$ cat src/rtl/dff_bank_arbiter.sv
// Round-robin arbiter granting one of N_REQ requesters write access to a shared WIDTH-bit register.
// Latency: Req sampled at edge k gives Gnt after edge k; the first capture into Q is at edge k+1.
// Backpressure: a requester keeps ownership while it holds Req, for at most MAX_HOLD capture edges.
//
// Ports:
//   Clk   - rising-edge clock
//   Rst_n - asynchronous active-low reset
//   Req   - level-sensitive request, one bit per requester
//   D     - packed data, requester i at [i*WIDTH +: WIDTH]
//   Gnt   - registered one-hot grant
//   Q     - shared register contents
//   notQ  - bitwise complement of Q
//   Busy  - high while any grant is active
module dff_bank_arbiter #(
    parameter int WIDTH    = 8,
    parameter int N_REQ    = 4,
    parameter int MAX_HOLD = 4
) (
    input  logic                   Clk,
    input  logic                   Rst_n,
    input  logic [N_REQ-1:0]       Req,
    input  logic [N_REQ*WIDTH-1:0] D,
    output logic [N_REQ-1:0]       Gnt,
    output logic [WIDTH-1:0]       Q,
    output logic [WIDTH-1:0]       notQ,
    output logic                   Busy
);

    localparam int PTR_W = (N_REQ > 1) ? $clog2(N_REQ) : 1;
    localparam int CNT_W = $clog2(MAX_HOLD + 1);

    typedef enum logic {
        IDLE  = 1'b0,
        GRANT = 1'b1
    } state_t;

    state_t             state;
    logic [PTR_W-1:0]   rr_ptr;     // first requester considered at the next arbitration
    logic [PTR_W-1:0]   gnt_idx;    // binary index of the current owner
    logic [CNT_W-1:0]   hold_cnt;   // captures made in the current grant

    logic [PTR_W-1:0]   nxt_ptr;
    logic [PTR_W-1:0]   arb_start;
    logic [PTR_W-1:0]   pick_idx;
    logic [N_REQ-1:0]   pick_onehot;
    logic [WIDTH-1:0]   own_dat;
    logic [CNT_W-1:0]   cnt_inc;
    logic               own_req;
    logic               hold_done;
    logic               release_grant;

    // First set bit of req searching upward from start, wrapping modulo N_REQ.
    function automatic logic [PTR_W-1:0] rr_pick(input logic [N_REQ-1:0] req,
                                                 input logic [PTR_W-1:0] start);
        logic [PTR_W-1:0] pick;
        logic             found;
        int               idx;
        pick  = start;
        found = 1'b0;
        for (int k = 0; k < N_REQ; k++) begin
            idx = int'(start) + k;
            if (idx >= N_REQ) begin
                idx = idx - N_REQ;
            end
            if (!found && req[idx[PTR_W-1:0]]) begin
                found = 1'b1;
                pick  = idx[PTR_W-1:0];
            end
        end
        return pick;
    endfunction

    always_comb begin
        nxt_ptr = (gnt_idx == PTR_W'(N_REQ - 1)) ? '0 : gnt_idx + 1'b1;
        // A release re-arbitrates from the advanced pointer in the same edge,
        // so the search origin already reflects the pointer update.
        arb_start     = (state == GRANT) ? nxt_ptr : rr_ptr;
        pick_idx      = rr_pick(Req, arb_start);
        pick_onehot   = N_REQ'(1) << pick_idx;
        own_dat       = D[int'(gnt_idx) * WIDTH +: WIDTH];
        own_req       = Req[gnt_idx];
        cnt_inc       = hold_cnt + 1'b1;
        // A timeout only arises from a capture, so a dropped Req always wins
        // and no capture happens on that edge.
        hold_done     = own_req && (cnt_inc == CNT_W'(MAX_HOLD));
        release_grant = !own_req || hold_done;
    end

    always_ff @(posedge Clk or negedge Rst_n) begin
        if (!Rst_n) begin
            state    <= IDLE;
            rr_ptr   <= '0;
            gnt_idx  <= '0;
            hold_cnt <= '0;
            Gnt      <= '0;
            Q        <= '0;
        end else begin
            case (state)
                IDLE: begin
                    if (|Req) begin
                        state    <= GRANT;
                        gnt_idx  <= pick_idx;
                        Gnt      <= pick_onehot;
                        hold_cnt <= '0;
                    end
                end
                GRANT: begin
                    if (own_req) begin
                        Q <= own_dat;
                    end
                    if (release_grant) begin
                        rr_ptr   <= nxt_ptr;
                        hold_cnt <= '0;
                        if (|Req) begin
                            // Back-to-back handover; a lone requester at
                            // timeout is simply re-granted here.
                            gnt_idx <= pick_idx;
                            Gnt     <= pick_onehot;
                        end else begin
                            Gnt   <= '0;
                            state <= IDLE;
                        end
                    end else begin
                        hold_cnt <= cnt_inc;
                    end
                end
                default: begin
                    state <= IDLE;
                    Gnt   <= '0;
                end
            endcase
        end
    end

    assign notQ = ~Q;
    assign Busy = |Gnt;

endmodule
$ cat config.mk
export PLATFORM = sky130hd
export DESIGN_NAME = dff_bank_arbiter
export DESIGN_NICKNAME = d
export VERILOG_FILES = /design/src/rtl/dff_bank_arbiter.sv
export SDC_FILE = /design/constraint.sdc
export NUM_CORES = 1
export LEC_CHECK = 0
export ABC_CLOCK_PERIOD_IN_PS = 2250
export CAP_MARGIN = 40
export CORE_MARGIN = 4
export CORE_UTILIZATION = 40
export DETAILED_ROUTE_END_ITERATION = 8
export PLACE_DENSITY = 0.85
export SLEW_MARGIN = 20
export SYNTH_ARGS = -nofsm -noshare
export SYNTH_HDL_FRONTEND = slang
export SYNTH_SLANG_ARGS = --single-unit
$ cat constraint.sdc
create_clock -name Clk -period 2.25 [get_ports Clk]
set_input_delay 0.5625 -clock Clk [delete_from_list [all_inputs] [get_ports Clk]]
set_output_delay 0.5625 -clock Clk [all_outputs]
set_load 0.01 [all_outputs]
======== After elaboration in Yosys (flattened, before gate mapping) ========
Index checks and enable logic that the tools add are counted.
storage, ports and cells
  bits in registers ....................... 20
  bits in latches ......................... 0
  bits in writable memories ............... 0
  ROM bits ................................ 0
  input port bits ......................... 38
  output and inout port bits .............. 21
  word-level logic and storage cells ...... 82
  memories kept ........................... 0
cells by class
  add/sub/neg operators ................... 9
  multipliers ............................. 0
  div/mod/pow operators ................... 0
  magnitude comparators ................... 9
  equal/unequal tests ..................... 4
  shift operators ......................... 2
  mux-type cells .......................... 36
  bitwise gates (word level) .............. 2
  reduce and logical (&&, ||, !) cells .... 14
operators by type and width
  cell                                                                                  number
  32-bit by 6-bit variable part select with 8-bit output                                1
  2-bit two-way mux                                                                     12
  2-bit by 3-bit < comparator with 1-bit output (second input constant)                 5
  4-bit two-way mux                                                                     3
  1-bit binary-select mux with 2-bit select                                             5
  1-bit two-way mux                                                                     10
  3-bit greater-or-equal comparator (second input constant)                             3
  8-bit NOT                                                                             1
  4-bit one-hot mux with 2 select lines                                                 1
  4-bit OR reduction                                                                    2
  2-bit by 1-bit subtractor with 2-bit output (second input constant)                   4
  2-bit by 2-bit adder with 3-bit output (second input constant)                        2
  3-bit two-way mux                                                                     2
  3-bit one-hot mux with 2 select lines                                                 1
  2-bit AND reduction                                                                   3
  1-bit logical AND                                                                     4
  1-bit zero test                                                                       4
  2-bit one-hot mux with 2 select lines                                                 1
  1-bit by 2-bit left shift with 4-bit output (first input constant)                    1
  2-bit by 1-bit adder with 3-bit output (second input constant)                        1
  3-bit by 1-bit adder with 3-bit output (second input constant)                        1
  3-bit equality test (second input constant)                                           1
  2-bit by 3-bit greater-or-equal comparator with 1-bit output (second input constant)  1
  2-bit by 1-bit adder with 2-bit output (second input constant)                        1
  other kinds (6)                                                                       6

======== Longest topological paths before layout ========
Gate-level depths: netlist (run 1).
  depth in word-level cells ............... 21
  gate-level depth with buffers ........... 7
  depth with buffers taken out ............ 6

======== Least setup slack after synthesis (run 1) ========
Ideal clock, no wire load.
  path type ............................... reg2reg
  start point ............................. register gnt_idx[0]
  end point ............................... register Gnt[3]
  setup time .............................. 0.121 ns
  arrival ................................. 1.803 ns
  path slack .............................. 0.326 ns
  stages on the path, launching flop included .. 7
  period minus slack after synthesis ...... 1.924 ns
  path through ............................ dfrtp_1 ha_1 mux2i_1 mux2_2 o32ai_2 nor2_2 a22o_1
on the way
  longest elaborated chain between the ends .. 21
RTL lines
  element                                                                               RTL line  text
  start: declaration                                                                    39        logic [PTR_W-1:0] gnt_idx;
  start signal: assignment                                                              102       gnt_idx <= pick_idx;
  start signal: assignment                                                              117       gnt_idx <= pick_idx;
  2-bit by 1-bit adder with 2-bit output / 2-bit equality test (equally long branches)  74        nxt_ptr = (gnt_idx == PTR_W'(N_REQ - 1)) ? '0 : gnt_idx + 1'b1;
  2-bit two-way mux *                                                                   74
  via nxt_ptr[1]                                                                        42        logic [PTR_W-1:0] nxt_ptr;
  2-bit two-way mux *                                                                   77        arb_start = (state == GRANT) ? nxt_ptr : rr_ptr;
  branches (longest 13 deep; another with 2-bit by 1-bit adder with 3-bit output)       --
  2-bit two-way mux *                                                                   65        if (!found && req[idx[PTR_W-1:0]]) begin
  1-bit by 2-bit left shift with 4-bit output *                                         79        pick_onehot = N_REQ'(1) << pick_idx;
  4-bit two-way mux                                                                     114       if (|Req) begin
  4-bit two-way mux                                                                     111       if (release_grant) begin
  4-bit one-hot mux with 2 select lines *                                               98        case (state)
  end signal: assignment                                                                103       Gnt <= pick_onehot;
  end signal: assignment                                                                118       Gnt <= pick_onehot;
  end: declaration                                                                      23        output logic [N_REQ-1:0] Gnt,
Mark *: on every way through the listed nets, which the timed path passes. The select of a mux whose other input is x is not followed.
A chain may end at the register's enable or synchronous reset.

======== Worst setup path after layout (run 1) ========
  start point ............................. register Gnt[1]
  end point ............................... output port Busy
on the way
  longest elaborated chain between the ends .. 1
RTL lines
  element             RTL line  text
  4-bit OR reduction  136       assign Busy = |Gnt;
  end: declaration    26        output logic Busy
Every way passes these cells.

==> results of run 1 <==
## placed cells by master (no fill, tap or decap), types with 2 or more instances in the layout
master,count
a22o_1,2
buf_4,7
clkbuf_4,3
clkdlybuf4s50_1,57
dfrtp_1,20
ha_1,3
inv_1,9
mux2_2,12
mux4_2,9
nand2_1,12
nor2_1,6
nor2b_1,2
o21ai_0,8
## stage by stage
stage | cell area [µm²] | hold slack [ns] | total power [W]
after floorplan | 1240 | 0.267 | 0.00151
after global placement | 1900 | 0.489 | 0.00213
after detailed placement | 1900 | 0.498 | 0.00218
after CTS | 1940 | 0.529 | 0.00241
after global routing | 1940 | 0.558 | 0.00257
final | 1940 | 0.523 | 0.00238
## critical path, delay by kind of cell (launching register included)
family,cells,cell delay (ns)
buffers and inverters,1,0.30
DFF,1,0.41
and+or+nand+nor,1,0.53
## kinds of logic after synthesis
kind of cell	share of synthesized area
AO/OA/AOI/OAI	0.0982
adder cells (fa/ha/maj)	0.0304
AND/OR/NAND/NOR	0.130
XOR/XNOR	0.00709
multiplexers	0.281
flip-flops	0.405
buffers and inverters	0.0486
## state kept, by name, indices dropped and copies added (netlist names)
| name | cells |
|---|---|
| Gnt | 4 |
| rr_ptr | 2 |
| hold_cnt | 3 |
| gnt_idx | 2 |
| Q | 8 |
| state | 1 |
## routing by layer
metal / vias up / track usage / share of wire
li1: 522 / - / -
met1: 533 / 0.209 / 0.38
met2: 35 / 0.327 / 0.55
met3: 9 / 0.0284 / 0.040
met4: 0 / 0.0809 / 0.026
met5: - / 0 / 0
## worst max path at each step
stage,start,end
3_5_place_dp,Req[3],Gnt[3]
2_1_floorplan,gnt_idx[0],Gnt[3]
4_1_cts,Gnt[1],Busy
3_3_place_gp,Req[3],Q[6]
6_report,Gnt[1],Busy
5_1_grt,gnt_idx[0],Gnt[3]
## power groups by stage
stage                     Combinational (W)  Clock (W)  Sequential (W)
after floorplan                    0.000842          0        0.000671
after global routing                0.00167   0.000240        0.000661
after CTS                           0.00154   0.000225        0.000637
after detailed placement            0.00154          0        0.000643
after global placement              0.00150          0        0.000629
final                               0.00153   0.000221        0.000636
## area by class of cell
cell class | count | area, µm²
inverters | 9 | 33.8
flip-flops and latches | 20 | 500
clock buffers | 4 | 36.3
repair buffers | 66 | 652
fillers | 223 | 916
multi-input cells | 74 | 676
well taps | 31 | 38.8
==> key figures, run 1 <==
Route
  • Drt initial violations: 37
  • Total Wirelength: roughly 3400 µm
  • TritonRoute pass-1 iters: 6
  • DR WL/cell: approximately 17 µm
  • Post-route ant nets: 0
  • Post-route DRC: 0
  • Via/cell ratio: 5.39
  • Vias: approximately 1100

Die
  • Vert. Die Dim: between 60 and 70 µm
  • Initial Utilization: 0.433
  • Num ports: between 50 and 60
  • Core area: around 2900 µm²
  • Die Wd: 63.6 µm
  • Site Rows: 19
  • Die Area: around 4000 µm²

Synth
  • Synth top area share: 0.405
  • Mapped Avg Cell Area: ~12 µm²
  • Syn Nets: 148
  • Synth area leader: dfrtp_1
  • Synth Flop Type: dfrtp_1
  • Mapped cell area: about 1200 µm²
  • Post-synthesis cell type count: 32
  • Post-Synthesis Cells: ~110
  • Count of flip-flops with a built-in enable after synthesis: 0
  • Number of synthesized register bits: 20
  • Cell types occupying the most area after synthesis: dfrtp_1, mux4_2, mux2_2
  • Top-count cell post-synth: dfrtp_1
  • Async set-or-reset flop fraction in the synthesized netlist: 1.00
  • Ys Warns: 0
  • Most frequent cells after synthesis: dfrtp_1, mux2_2, nand2_1, inv_1, mux4_2
  • Post-synthesis sequential area ratio: 0.405

STA
  • Slew headroom: 0.659
  • Final Hold Fails: 0
  • Minimum clock period: 2.12 ns
  • Final Cycle Share: 0.941
  • Max Freq: roughly 470 MHz
  • Final Slew Violations: 0
  • Final setup margin: 0.133 ns
  • Post-Route Skew: around 0.0018 ns
  • RSZ-0062 raised after global routing: no
  • Worst-Margin Slew: 0.499 ns
  • Setup violators final: 0
  • Fin Setup TNS: 0 ns

Global route
  • Initial antenna violation count: 0
  • Total grt overflow: 0
  • Number of global-route vias before repair: 1187
  • Total GRT Usage: 0.181
  • Largest net degree at the start of global routing: 21
  • First-pass GRT wire length: ~5700 µm

Setup path
  • CP arrival: ~1.6 ns
  • Worst-path cell chain: or4_1, dlygate4sd2_1
  • Worst stage delay on the critical path: roughly 0.53 ns
  • Critical path required time: around 1.7 ns
  • WS Path Type: reg -> out
  • R2R Setup Slk: about 0.2 ns
  • R2R cell count: 6
  • Worst r2r src: gnt_idx[0]
  • Critical path capture point type: output pin
  • CP startpoint kind: flop
  • Critical Path Slowest Stage Cell: or4_1
  • CP Max Fanout: 3
  • Worst R2R End: Gnt[3]

Power and ir drop
  • Lkg Pwr: 0.820 nW
  • Switching share of power: 0.362
  • P per Cell Area: roughly 1200 nW/µm²
  • Worst VDD drop: ~0.61 mV
  • Flop pwr share: 0.267
  • Internal Dissipation: approximately 0.0015 W
  • NetSw: 0.000865 W
  • Logic pwr share: 0.641
  • Clock share of power: 0.093

Finish
  • Fin nets: between 200 and 250
  • Final Non-Filler Cells: a little over 200
  • Fraction of layout cells with a size suffix above 1: 0.225
  • Area grow syn2layout: 56.7%
  • Final core utilization: 0.679
  • Diode count: 0

Worst hold path
  • Worst Hold Launch: hold_cnt[2]
  • Hold EP: hold_cnt[2]
  • Hold Crit Class: reg -> reg
  • Worst hold path depth: 1

Place
  • Post-DP HPWL: between 2000 and 3000 µm
  • IO Port Bufs: 58
  • Routability cong.: between 0.7 and 0.8
  • Place WS: -0.0261 ns
  • Placed cells: 200

Clock network
  • TritonCTS clock tree: built
  • Htree depth: 1
  • Clk sinks: 20
  • Buffer depth of the longest clock path: 2
  • Clock Pin Slew Worst Setup and Hold Paths: about 0.12 ns
  • Root Buffer: clkbuf_4
  • CTS-repair resized insts: 1
  • Clk_lat worst skew: 0.31 ns
  • Setup Buffers After CTS: 0
  • Num CTS Buffers: 3
  • Cts hold-fix bufs: 0

Flow run
  • Max cap viols: 0

Status
  • Outcome: complete, no violations
Power figures use the tool's default switching activity.
==> run 2, diff against run 1 <==
Settings changed: CORE_UTILIZATION 40 to 42, CTS_BUF_LIST set to sky130_fd_sc_hd__clkbuf_4 sky130_fd_sc_hd__clkbuf_8, PLACE_DENSITY 0.85 to 0.88.
==> key figures, run 2 (synthesis gave the netlist of run 1 again) <==
Status
  • Outcome: complete, no violations

Route
  • Vias: between 1000 and 1500
  • DR WL/cell: between 15 and 20 µm
  • Total Wirelength: approximately 3400 µm
  • TritonRoute pass-1 iters: 4
  • Post-route DRC: 0
  • Post-route ant nets: 0
  • Via/cell ratio: around 5.4
  • Drt initial violations: 31

STA
  • Final Cycle Share: 0.955
  • Max Freq: about 470 MHz
  • Setup violators final: 0
  • Final Hold Fails: 0
  • Slew headroom: 0.641
  • Post-Route Skew: around 0.0083 ns
  • Minimum clock period: approximately 2.1 ns
  • RSZ-0062 raised after global routing: no
  • Fin Setup TNS: 0 ns
  • Final Slew Violations: 0
  • Worst-Margin Slew: 0.525 ns

Worst hold path
  • Hold Crit Class: reg -> reg
  • Worst Hold Launch: hold_cnt[2]
  • Hold EP: hold_cnt[2]
  • Worst hold path depth: 1

Setup path
  • Critical Path Slowest Stage Cell: or3b_4
  • CP arrival: about 2.4 ns
  • R2R cell count: 7
  • Worst stage delay on the critical path: about 0.42 ns
  • Critical path capture point type: flop
  • CP Max Fanout: 4
  • Worst-path cell chain: ha_1, or3b_4, a211oi_1, a2111oi_0, buf_4, or2_1, a22o_1
  • CP startpoint kind: flop
  • CP Buf/Inv Count: 1
  • Worst r2r src: gnt_idx[0]
  • Worst R2R End: Gnt[2]
  • WS Path Type: reg -> reg
  • WP depth: 7
  • R2R Setup Slk: 0.10 ns
  • Crit path max-delay family: simple AND/OR/NAND/NOR gates
  • Critical path required time: around 2.5 ns

Power and ir drop
  • Lkg Pwr: ~0.83 nW
  • Worst VDD drop: around 0.99 mV
  • Total Power Consumption: 0.00248 W
  • P per Cell Area: 1270 nW/µm²

Clock network
  • Cts hold-fix bufs: 0
  • Clk sinks: 20
  • Num CTS Buffers: 3
  • Buffer depth of the longest clock path: 2
  • Clk_lat worst skew: ~0.30 ns
  • Root Buffer: clkbuf_4
  • TritonCTS clock tree: built
  • Clock Pin Slew Worst Setup and Hold Paths: about 0.12 ns
  • Setup Buffers After CTS: 0
  • Htree depth: 1

Finish
  • Top reg by flops: Q
  • Max reg flops: 8
  • Area grow syn2layout: 58.6%
  • Most frequent cells in the layout: clkdlybuf4s50_1, dfrtp_1, nand2_1, mux2_2
  • Fraction of layout cells with a size suffix above 1: 0.230
  • Top Registers: Q x8, Gnt x4, hold_cnt x3
  • Diode count: 0
  • Filler instances: 237
  • Fin area: between 1500 and 2000 µm²
  • Fin nets: around 220
  • Most common cell after layout, fill and taps aside: clkdlybuf4s50_1

Die
  • Core area: between 2000 and 3000 µm²
  • Site Rows: 19
  • Initial Utilization: 0.444
  • Vert. Die Dim: ~62 µm
  • Num ports: 59
  • Die Wd: 62.3 µm
  • Die Area: about 3900 µm²

Place
  • Routability cong.: approximately 0.77
  • Post-DP HPWL: around 2800 µm
  • Dpl cell area: 1910 µm²
  • IO Port Bufs: 58

Global route
  • Initial antenna violation count: 0
  • Total grt overflow: 0
  • Number of global-route vias before repair: about 1200
  • First-pass GRT wire length: between 5000 and 6000 µm
  • Total GRT Usage: 0.177
  • Largest net degree at the start of global routing: 21

Flow run
  • Max cap viols: 0
[run 2: worst max path at each step]
| stage | from | endpoint | slack, ns |
|---|---|---|---|
| 3_3_place_gp | Req[0] | Q[4] | -0.004 |
| 5_1_grt | gnt_idx[1] | Gnt[2] | 0.009 |
| 6_report | gnt_idx[0] | Gnt[2] | 0.10 |
| 3_5_place_dp | Req[1] | Gnt[3] | -0.13 |
| 2_1_floorplan | gnt_idx[0] | Gnt[3] | 0.33 |
| 4_1_cts | gnt_idx[0] | Gnt[2] | 0.09 |
[run 2: final cells by class]
cell class / instances / area [µm²] / area share
tap: 31 / 38.8 / 0.0198
clock buffer: 3 / 22.5 / 0.0115
timing repair buffer: 67 / 659 / 0.336
clock inverter: 1 / 30.0 / 0.0153
inverter: 9 / 33.8 / 0.0172
multi-input combinational: 74 / 676 / 0.345
sequential: 20 / 500 / 0.255
[run 2: layer usage]
| metal | part of all wire | wire length (µm) | global-route usage | vias to the layer above |
|---|---|---|---|---|
| met4 | 0.018 | 61 | 0.0504 | 0 |
| li1 | - | - | - | 522 |
| met1 | 0.40 | 1340 | 0.205 | 525 |
| met3 | 0.068 | 229 | 0.0486 | 7 |
| met2 | 0.52 | 1750 | 0.317 | 46 |
| met5 | 0 | 0 | 0 | - |
[run 2: what timing repair did]
action,in CTS,in global routing
resized for setup,1,0
hold endpoints to repair,0,0
endpoints found under the setup margin,1,0
[run 2: stage by stage]
stage | hold WS [ns] | std cells | utilization | worst slack [ns]
detailed placement | 0.487 | 201 | 0.686 | -0.130
global route | 0.541 | 205 | 0.705 | 0.00869
global placement | 0.485 | 201 | 0.686 | -0.00382
finish | 0.514 | 205 | 0.705 | 0.101
CTS | 0.510 | 205 | 0.705 | 0.0929
floorplan | 0.267 | 107 | - | 0.326
[run 2: worst reg2reg max path: stages, from the launching register on]
cell and delay, ns:
dfrtp_1 0.41, ha_1 0.22, or3b_4 0.42, a211oi_1 0.25, a2111oi_0 0.13, buf_4 0.16
or2_1 0.25, a22o_1 0.21
[run 2: report_power, final]
group | internal (W) | leakage [nW] | switching, W | total, W
Combinational | 0.000914 | 0.562 | 0.000641 | 0.00156
Sequential | 0.000522 | 0.242 | 0.000114 | 0.000636
Clock | 0.000180 | 0.0279 | 0.000110 | 0.000290
Total | 0.00162 | 0.832 | 0.000866 | 0.00248
==> run 3, diff against run 2 <==
Settings changed: HOLD_SLACK_MARGIN set to 0.03, REMOVE_ABC_BUFFERS set to 1, SETUP_SLACK_MARGIN set to 0.05.
==> key figures, run 3 (synthesis gave the netlist of run 1 again) <==
Status
  • Outcome: complete, no violations

Clock network
  • Setup Buffers After CTS: 0
  • Root Buffer: clkbuf_4
  • Clk sinks: 20
  • CTS-repair resized insts: 1
  • TritonCTS clock tree: built
  • Htree depth: 1
  • Cts hold-fix bufs: 0
  • Clock Pin Slew Worst Setup and Hold Paths: between 0.1 and 0.15 ns
  • Clk_lat worst skew: roughly 0.30 ns
  • Num CTS Buffers: 3
  • Buffer depth of the longest clock path: 2

Global route
  • Largest net degree at the start of global routing: 21
  • First-pass GRT wire length: ~5700 µm
  • Total grt overflow: 0
  • Total GRT Usage: 0.176
  • Number of global-route vias before repair: 1199
  • Initial antenna violation count: 0

Finish
  • Filler instances: 219
  • Fraction of layout cells with a size suffix above 1: 0.231
  • Fin nets: between 200 and 250
  • Most frequent cells in the layout: clkdlybuf4s50_1, dfrtp_1, nand2_1, mux2_2
  • Diode count: 0
  • Area grow syn2layout: 57.0%
  • Top Registers: Q x8, Gnt x4, hold_cnt x3
  • Top reg by flops: Q
  • Max reg flops: 8
  • Sequential cell area: roughly 500 µm²
  • Most common cell after layout, fill and taps aside: clkdlybuf4s50_1
  • Final Non-Filler Cells: a little over 200
  • Multi-input gate area: between 600 and 700 µm²

Setup path
  • CP Max Fanout: 3
  • R2R cell count: 6
  • CP startpoint kind: flop
  • Critical path required time: 2.45 ns
  • CP arrival: 2.31 ns
  • WS Path Type: reg -> reg
  • Critical path capture point type: flop
  • Worst r2r src: gnt_idx[0]
  • Worst R2R End: Gnt[3]
  • R2R Setup Slk: 0.14 ns

Die
  • Initial Utilization: 0.444
  • Die Wd: just over 60 µm
  • Num ports: 59
  • Core area: 2780 µm²
  • Die Area: 3880 µm²
  • Vert. Die Dim: just over 60 µm
  • Site Rows: 19

STA
  • Worst-Margin Slew: between 0.5 and 0.6 ns
  • Minimum clock period: between 2 and 2.5 ns
  • Fin Setup TNS: 0 ns
  • Setup violators final: 0
  • Final Hold Fails: 0
  • Final Slew Violations: 0
  • RSZ-0062 raised after global routing: no
  • Slew headroom: 0.594
  • Final Cycle Share: 0.939
  • Max Freq: 473 MHz
  • Post-Route Skew: between 0.008 and 0.009 ns

Route
  • Drt initial violations: 18
  • Total Wirelength: about 3400 µm
  • Met2 routed WL: 1820 µm
  • TritonRoute pass-1 iters: 4
  • Post-route DRC: 0
  • Met1 WL: 1330 µm
  • Max layer used: met4
  • Vias: approximately 1100
  • Wire length on met3: 206 µm
  • DR WL/cell: between 15 and 20 µm
  • Via/cell ratio: between 5 and 6
  • Post-route ant nets: 0

Power and ir drop
  • Total Power Consumption: 0.00240 W
  • Worst VDD drop: between 1 and 1.5 mV
  • P per Cell Area: about 1200 nW/µm²
  • Lkg Pwr: a little over 0.8 nW

Worst hold path
  • Hold Crit Class: reg -> reg
  • Hold EP: hold_cnt[2]
  • Worst hold path depth: 1
  • Worst Hold Launch: hold_cnt[2]

Place
  • Routability cong.: approximately 0.76
  • IO Port Bufs: 58
  • Placed cells: 200
  • Post-DP HPWL: 2790 µm

Flow run
  • Max cap viols: 0
## run 3: cell count changes in the layout (fill, tap and decap cells not counted), sizes merged
| cell | delta |
|---|---|
| buf | -1 |
| clkbuf | +1 |
| bufinv | -1 |
## run 3: worst max path at each step
stage                     slack [ns]     end  depth (start not counted)  startpoint
final                           0.14  Gnt[3]                          6  gnt_idx[0]
after global routing            0.07  Gnt[2]                          6  gnt_idx[0]
after CTS                       0.09  Gnt[2]                          6  gnt_idx[0]
after detailed placement       -0.04  Gnt[2]                          7      Req[2]
after global placement          0.02  Gnt[3]                          5      Req[3]
after floorplan                 0.03  Gnt[3]                          6  gnt_idx[0]
## run 3: per-layer routing
metal	up-vias	track usage
met5	-	0
met2	36	0.324
li1	520	-
met4	0	0.0265
met1	545	0.201
met3	2	0.0559
## run 3: area by class of cell
type                       count  share of cell area
timing repair buffer          66               0.336
inverter                       9              0.0174
sequential                    20               0.258
tap                           31              0.0200
clock buffer                   4              0.0187
multi-input combinational     74               0.350
## run 3: worst max-delay path, cell delays in order (launching register included)
cell and delay [ns]:
dfrtp_1 0.40, ha_1 0.35, mux2i_2 0.26, mux2_2 0.38, o32ai_2 0.30, nor2_2 0.08, a22o_1 0.24
## run 3: report_power, final
group	internal (W)	switching, W	total, W
registers	0.000522	0.000118	0.000640
logic	0.000907	0.000642	0.00155
clock network	0.0000985	0.000109	0.000207
## run 3: through the flow
step	setup WS, ns	instance area (µm²)	util	hold slack (ns)
CTS	0.0924	1940	0.696	0.518
finish	0.136	1940	0.698	0.522
global route	0.0674	1940	0.698	0.554
detailed placement	-0.0404	1900	0.684	0.499
global placement	0.0172	1900	0.684	0.482
floorplan	0.0288	1210	-	0.267
